--- src/rtl/psr_pkg.sv ---
// psr_pkg: shared types and constants for the processor status register.
//   cond_t          - 4-bit branch/jump condition codes
//   PSR_*           - bit positions of the flags inside psr {N,Z,F,L,C}
//   shadow_state_t  - one-deep interrupt shadow occupancy
package psr_pkg;

    typedef enum logic [3:0] {
        COND_EQ = 4'd0,
        COND_NE = 4'd1,
        COND_CS = 4'd2,
        COND_CC = 4'd3,
        COND_HI = 4'd4,
        COND_LS = 4'd5,
        COND_LO = 4'd6,
        COND_HS = 4'd7,
        COND_GT = 4'd8,
        COND_LE = 4'd9,
        COND_LT = 4'd10,
        COND_GE = 4'd11,
        COND_FS = 4'd12,
        COND_FC = 4'd13,
        COND_UC = 4'd14,
        COND_NV = 4'd15
    } cond_t;

    localparam int PSR_C = 0;
    localparam int PSR_L = 1;
    localparam int PSR_F = 2;
    localparam int PSR_Z = 3;
    localparam int PSR_N = 4;

    typedef enum logic {
        SH_EMPTY = 1'b0,
        SH_FULL  = 1'b1
    } shadow_state_t;

endpackage

--- src/rtl/psr_unit_cond_eval.sv ---
// psr_unit_cond_eval: combinational condition-code evaluator.
//   psr      in  5  flags {N,Z,F,L,C}
//   cond     in  4  condition code
//   condTrue out 1  1 when cond holds for psr
// Kept standalone so fetch-stage prediction can reuse it.
module psr_unit_cond_eval
    import psr_pkg::*;
(
    input  logic [4:0] psr,
    input  logic [3:0] cond,
    output logic       condTrue
);

    logic c, l, f, z, n;

    assign c = psr[PSR_C];
    assign l = psr[PSR_L];
    assign f = psr[PSR_F];
    assign z = psr[PSR_Z];
    assign n = psr[PSR_N];

    always_comb begin
        condTrue = 1'b0;
        case (cond)
            COND_EQ: condTrue = z;
            COND_NE: condTrue = !z;
            COND_CS: condTrue = c;
            COND_CC: condTrue = !c;
            COND_HI: condTrue = !l && !z;
            COND_LS: condTrue = l || z;
            COND_LO: condTrue = l;
            COND_HS: condTrue = !l;
            COND_GT: condTrue = !n && !z;
            COND_LE: condTrue = n || z;
            COND_LT: condTrue = n;
            COND_GE: condTrue = !n;
            COND_FS: condTrue = f;
            COND_FC: condTrue = !f;
            COND_UC: condTrue = 1'b1;
            COND_NV: condTrue = 1'b0;
            default: condTrue = 1'b0;
        endcase
    end

endmodule

--- src/rtl/psr_unit.sv ---
// psr_unit: processor status register, condition evaluator and interrupt shadow.
//   clk, rst_n          clock / async active-low reset
//   C, L, F, Z, N       ALU flags of the instruction in execute
//   flagWrite, flagMask commit enable and per-flag mask {N,Z,F,L,C}
//   cond                condition code evaluated against registered psr
//   branchReq           request a registered branch decision
//   save, restore       interrupt entry / return shadow control
//   psr                 registered flags {N,Z,F,L,C}
//   condTrue            combinational cond evaluation (no ALU bypass)
//   branchValid/Taken   registered branch decision, one cycle after branchReq
//   shadowErr           sticky shadow misuse flag
//
// Shadow FSM
//   state    | meaning
//   ---------+------------------------------------------
//   SH_EMPTY | no saved PSR; save accepted, restore error
//   SH_FULL  | shadow holds PSR; restore accepted, save error
module psr_unit
    import psr_pkg::*;
(
    input  logic       clk,
    input  logic       rst_n,
    input  logic       C,
    input  logic       L,
    input  logic       F,
    input  logic       Z,
    input  logic       N,
    input  logic       flagWrite,
    input  logic [4:0] flagMask,
    input  logic [3:0] cond,
    input  logic       branchReq,
    input  logic       save,
    input  logic       restore,
    output logic [4:0] psr,
    output logic       condTrue,
    output logic       branchValid,
    output logic       branchTaken,
    output logic       shadowErr
);

    localparam logic ST_EMPTY = 1'b0;
    localparam logic ST_FULL  = 1'b1;

    logic       state;
    logic [4:0] shadow;
    logic [4:0] flags;
    logic [4:0] psr_next;
    logic       do_save;
    logic       do_restore;
    logic       shadow_bad;

    assign flags = {N, Z, F, L, C};

    // Simultaneous save+restore is treated as a single illegal request.
    assign do_save    = save && !restore && (state == ST_EMPTY);
    assign do_restore = restore && !save && (state == ST_FULL);
    assign shadow_bad = (save && restore)
                      || (save && !restore && (state == ST_FULL))
                      || (restore && !save && (state == ST_EMPTY));

    always_comb begin
        psr_next = psr;
        if (do_restore)
            psr_next = shadow;
        else if (flagWrite)
            psr_next = (psr & ~flagMask) | (flags & flagMask);
    end

    psr_unit_cond_eval u_cond_eval (
        .psr      (psr),
        .cond     (cond),
        .condTrue (condTrue)
    );

    always_ff @(posedge clk or negedge rst_n) begin
        if (!rst_n) begin
            psr         <= '0;
            shadow      <= '0;
            state       <= ST_EMPTY;
            branchValid <= 1'b0;
            branchTaken <= 1'b0;
            shadowErr   <= 1'b0;
        end else begin
            psr         <= psr_next;
            branchValid <= branchReq;
            branchTaken <= branchReq && condTrue;
            if (do_save) begin
                shadow <= psr;
                state  <= ST_FULL;
            end else if (do_restore) begin
                state  <= ST_EMPTY;
            end
            if (shadow_bad)
                shadowErr <= 1'b1;
        end
    end

endmodule

--- config.mk ---
export PLATFORM = sky130hd
export DESIGN_NAME = psr_unit
export DESIGN_NICKNAME = d
export VERILOG_FILES = /design/src/rtl/psr_pkg.sv /design/src/rtl/psr_unit_cond_eval.sv /design/src/rtl/psr_unit.sv
export SDC_FILE = /design/constraint.sdc
export NUM_CORES = 1
export LEC_CHECK = 0
export BUFFER_PORTS_ARGS = -buffer_cell sky130_fd_sc_hd__buf_2
export CAP_MARGIN = 10
export CORE_UTILIZATION = 45
export DETAILED_ROUTE_END_ITERATION = 16
export PLACE_DENSITY = 0.75
export SYNTH_ARGS = -nofsm -noshare
export SYNTH_HDL_FRONTEND = slang
export SYNTH_SLANG_ARGS = --single-unit
--- constraint.sdc ---
create_clock -name clk -period 2.1 [get_ports clk]
set_input_delay 0.525 -clock clk [delete_from_list [all_inputs] [get_ports clk]]
set_output_delay 0.525 -clock clk [all_outputs]
set_load 0.02 [all_outputs]
# Word-level counts from Yosys, hierarchy flattened
# Cells that the tools add are included.
[totals]
mem_bits_rw = 0
mem_bits_ro = 0
latch_bits = 0
n_memories = 0
reg_bits = 14
output_inout_bits = 9
[op_classes]
bitwise_logic = 5
eq_ne = 15
n_addsub = 0
mux = 5
shifts = 0
order_cmp = 0
div = 0
n_reduce_logical = 24
mul = 0
[ops]
columns = ["operator", "n"]
rows = [
  ["$eq A4 B4 Y1 const B", 8],
  ["$eq A4 B3 Y1 const B", 4],
  ["$pmux W1 S16", 1],
  ["$and A5 B5 Y5", 2],
  ["$logic_and A1 B1 Y1", 10],
  ["$mux W5", 2],
  ["$eq A4 B2 Y1 const B", 2],
  ["$logic_not A1 Y1", 7],
  ["$not A5 Y5", 1],
  ["$or A5 B5 Y5", 1],
  ["$eq A4 B1 Y1 const B", 1],
  ["$logic_not A4 Y1", 1],
  ["$logic_or A1 B1 Y1", 4],
  ["$reduce_bool A2 Y1", 2],
  ["$mux W1", 2],
  ["$not A1 Y1", 1],
]

# Depth between registers and ports, before layout
[depth]
ltp_word = 5
mapped_depth = 5
mapped_depth_nobuf = 4

# Modules after synthesis
# A second synthesis with hierarchy kept.
[unflattened]
cells_unflattened = 76
hier_area_um2 = 835.8
[modules_own_cells]
columns = ["module", "n_inst", "seq_area_each_um2", "cells_per_inst", "area_per_inst_um2"]
rows = [
  ["psr_unit", 1, 350.3, 49, 645.6],
  ["psr_unit_cond_eval", 1, 0.0, 27, 190.2],
]

# Worst setup path after synthesis
# No wires, ideal clock.
[synth_timing]
path_kind = "register to output"
start = "reg (tool-made name)"
end = "out condTrue"
path_slack_ns = -0.142
arrival_ns = 1.717
stages_incl_launch_ff = 5
path_cell_list = "dfrtp_1 > and2_1 > o21ai_0 > or4bb_1 > a31oi_1"
[synth_lines]
columns = ["element", "line_no", "rtl"]
rows = [
  ["end, declared", "psr_unit.sv:35", "output logic condTrue,"],
]

==> qor.csv <==
metric;value;unit
status;complete, but fails checks;
failing checks;setup timing;
Initial Util;51.22;%
Avg Cell Area, Syn;10.57;um^2
CTS tree;built;
worst skew pair latency;0.28;ns
Clock Tree Buf Depth;2;
Post-CTS Hold Buffers;0;
R2R Setup Slk;0.50;ns
Worst-Margin Slew;0.4590;ns
worst stage delay on the critical path;0.54;ns
Worst-path clk slew;0.08;ns
PortBufs;28;
Pre-antenna DRT Iters;2;
Final min period;2.352;ns
CP Data Required Time;1.57;ns
setup ws final;-0.2519;ns
FP Rows;13;
post-DP HPWL;1190;um
Antenna Nets Post-Route;0;
Total Routing Usage GR;19.49;%
max_cap viols;0;
final design area excluding fillers;996.0;um^2
Seq cells post-synth;14;
yosys warns;0;
Fin Clk Skew;0.006148;ns
DRC viols;0;
routability cong.;0.7968;
critical path startpoint category;flip-flop;
placed cell area;944.7;um^2
Worst path slowest cell;or4bb_4;
Top Ports;29;
Vias/cell;5.377;
post-synth net total;87;
pwr/cell area;830.0;nW/um^2
pin count of the biggest net entering global routing;15;
period utilization;112.0;%
Overflow after GRT;0;
CORE AREA;1383;um^2
CP endpoint kind;output pin;
Die ar.;1736;um^2
setup TNS;-0.2519;ns
routed len/inst;12.46;um
final wirelength;1520;um
final-stage net count;128;
Final Setup Violations;1;
total number of vias;656;
Filler Cells Inserted;106;
kind of cell adding the most delay to the critical path;simple AND/OR/NAND/NOR gates;
Reg area;351.6;um^2
antenna diode count;0;
VDD IR max;629.6;uV
share of cells above drive strength 1;49.53;%
vias in the first global route;588;
Area growth syn-to-layout;40.64;%
Slew headroom;69.26;%
worst setup path category;reg2out;
arrival time worst endpoint;1.83;ns
antenna violations before repair;0;
HP Class;in2async;
CTS root buf;clkbuf_4;
Die W;41.67;um
Critical Path, Cell by Cell;nor3_2 > nor3_1 > or4bb_4 > a31oi_4 > buf_6;
Multi-input gate area;377.9;um^2
clock sinks;14;
Die Y;41.67;um
Fin. Hold Viols;0;
Buf/Inv on CP;1;
H-tree levels;1;
global-route wire length before repair;2539;um
CTS Buf Count;3;
initial DRC count;5;
LEAKAGE;0.4823;nW
Pins Over Slew Limit;0;
post-synthesis sequential area ratio;49.47;%
Max Clk Rate;425.2;MHz
Gate Count Post-Synth;67;
Crit Path Max Fanout;3;
synth unique cells;23;
synthesized area;708.2;um^2
RSZ-0062 raised after global routing;yes;
[area by class of cell]
cell class | count | share of cell area, %
multi-input combinational | 50 | 37.94
sequential | 14 | 35.30
timing repair buffer | 37 | 21.48
clock buffer | 4 | 2.638
tap | 15 | 1.884
inverter | 2 | 0.7538
[metal layers]
| layer | GRT usage (%) | routed length (um) | vias to the layer above |
|---|---|---|---|
| met4 | 11.61 | 14 | 0 |
| met3 | 4.348 | 71 | 2 |
| met1 | 23.80 | 691 | 311 |
| met5 | 0 | 0 | - |
| li1 | - | - | 323 |
| met2 | 31.25 | 742 | 20 |
[cells by family after synthesis]
kind of cell	Yosys count	share of synthesized area, %
AOI/OAI and AO/OA	13	10.60
xor gates and xnor gates	2	2.474
adders and majority gates	1	1.413
buffers and inverters	3	1.767
DFF	14	49.47
muxes	10	15.02
and+or+nand+nor	24	19.26
[synthesized netlist by cell type (all sizes together)]
master  instances  area share (%)
dfrtp          14              49
a21oi           6             4.2
nor2            6             3.2
mux2            5             7.9
mux2i           5             7.1
nand2           5             2.7
nor3            4             2.8
o21ai           3             2.1
a31oi           2             1.8
and2            2             1.8
inv             2             1.1
or4bb           2             3.2
xnor2           2             2.5
a221oi          1             1.2
a311oi          1             1.2
and2b           1             1.1
buf             1            0.71
maj3            1             1.4
nand3b          1             1.1
nor3b           1             1.8
nor4            1            0.88
or2             1            0.88
[path summary, 6_finish.rpt]
check	cells after the start	to	from
worst max-delay path	5	condTrue	flip-flop
worst min-delay path	1	async pin	rst_n
worst max register to register	4	branchTaken	flip-flop
worst min register to register	2	shadowErr	shadowErr
max in group asynchronous	1	async pin	rst_n
min in group clk	1	branchValid	branchReq
[worst register-to-register path, stage by stage (launching register included)]
cell and delay [ns]:
dfrtp_1 0.42, nor3_2 0.22, nor3_1 0.06, or4bb_4 0.54
a311oi_1 0.27
[report_power, final]
| part | switching, W | internal [W] | total [W] |
|---|---|---|---|
| clock | 0.0000825 | 0.0000736 | 0.000156 |
| combinational | 0.000132 | 0.000153 | 0.000284 |
| sequential | 0.0000482 | 0.000338 | 0.000386 |
| total | 0.000263 | 0.000564 | 0.000827 |
[cells in the final DEF (no fill, tap or decap), drive strengths merged, types with 2 or more instances in the layout]
cell / n
and2: 2
buf: 37
xnor2: 2
o21ai: 3
nor3: 4
clkbuf: 4
nand2: 5
a31oi: 2
mux2: 5
dfrtp: 14
nor2: 6
inv: 2
a21oi: 6
or4bb: 2
mux2i: 5
[metrics by stage]
stage               util (%)  total power, W  setup slack (ns)  hold WS (ns)  std cells
floorplan                  -       0.0005462          0.008838        0.2294         67
global placement       68.33       0.0006503           -0.2346        0.4367        116
detailed placement     68.33       0.0006608           -0.2841        0.4422        116
CTS                    71.49       0.0008316           -0.2747        0.1354        121
global route           72.04       0.0008789           -0.3363        0.1500        122
finish                 72.04       0.0008266           -0.2519        0.1305        122
[timing repair]
item | CTS | global route
setup buffers | 1 | 1
endpoints found under the setup margin | 1 | 1
pin swaps | 3 | 3
gates resized for setup | 3 | 0
endpoints found under the hold margin | 0 | 0
No activity file was read; power rests on OpenSTA's default activity.
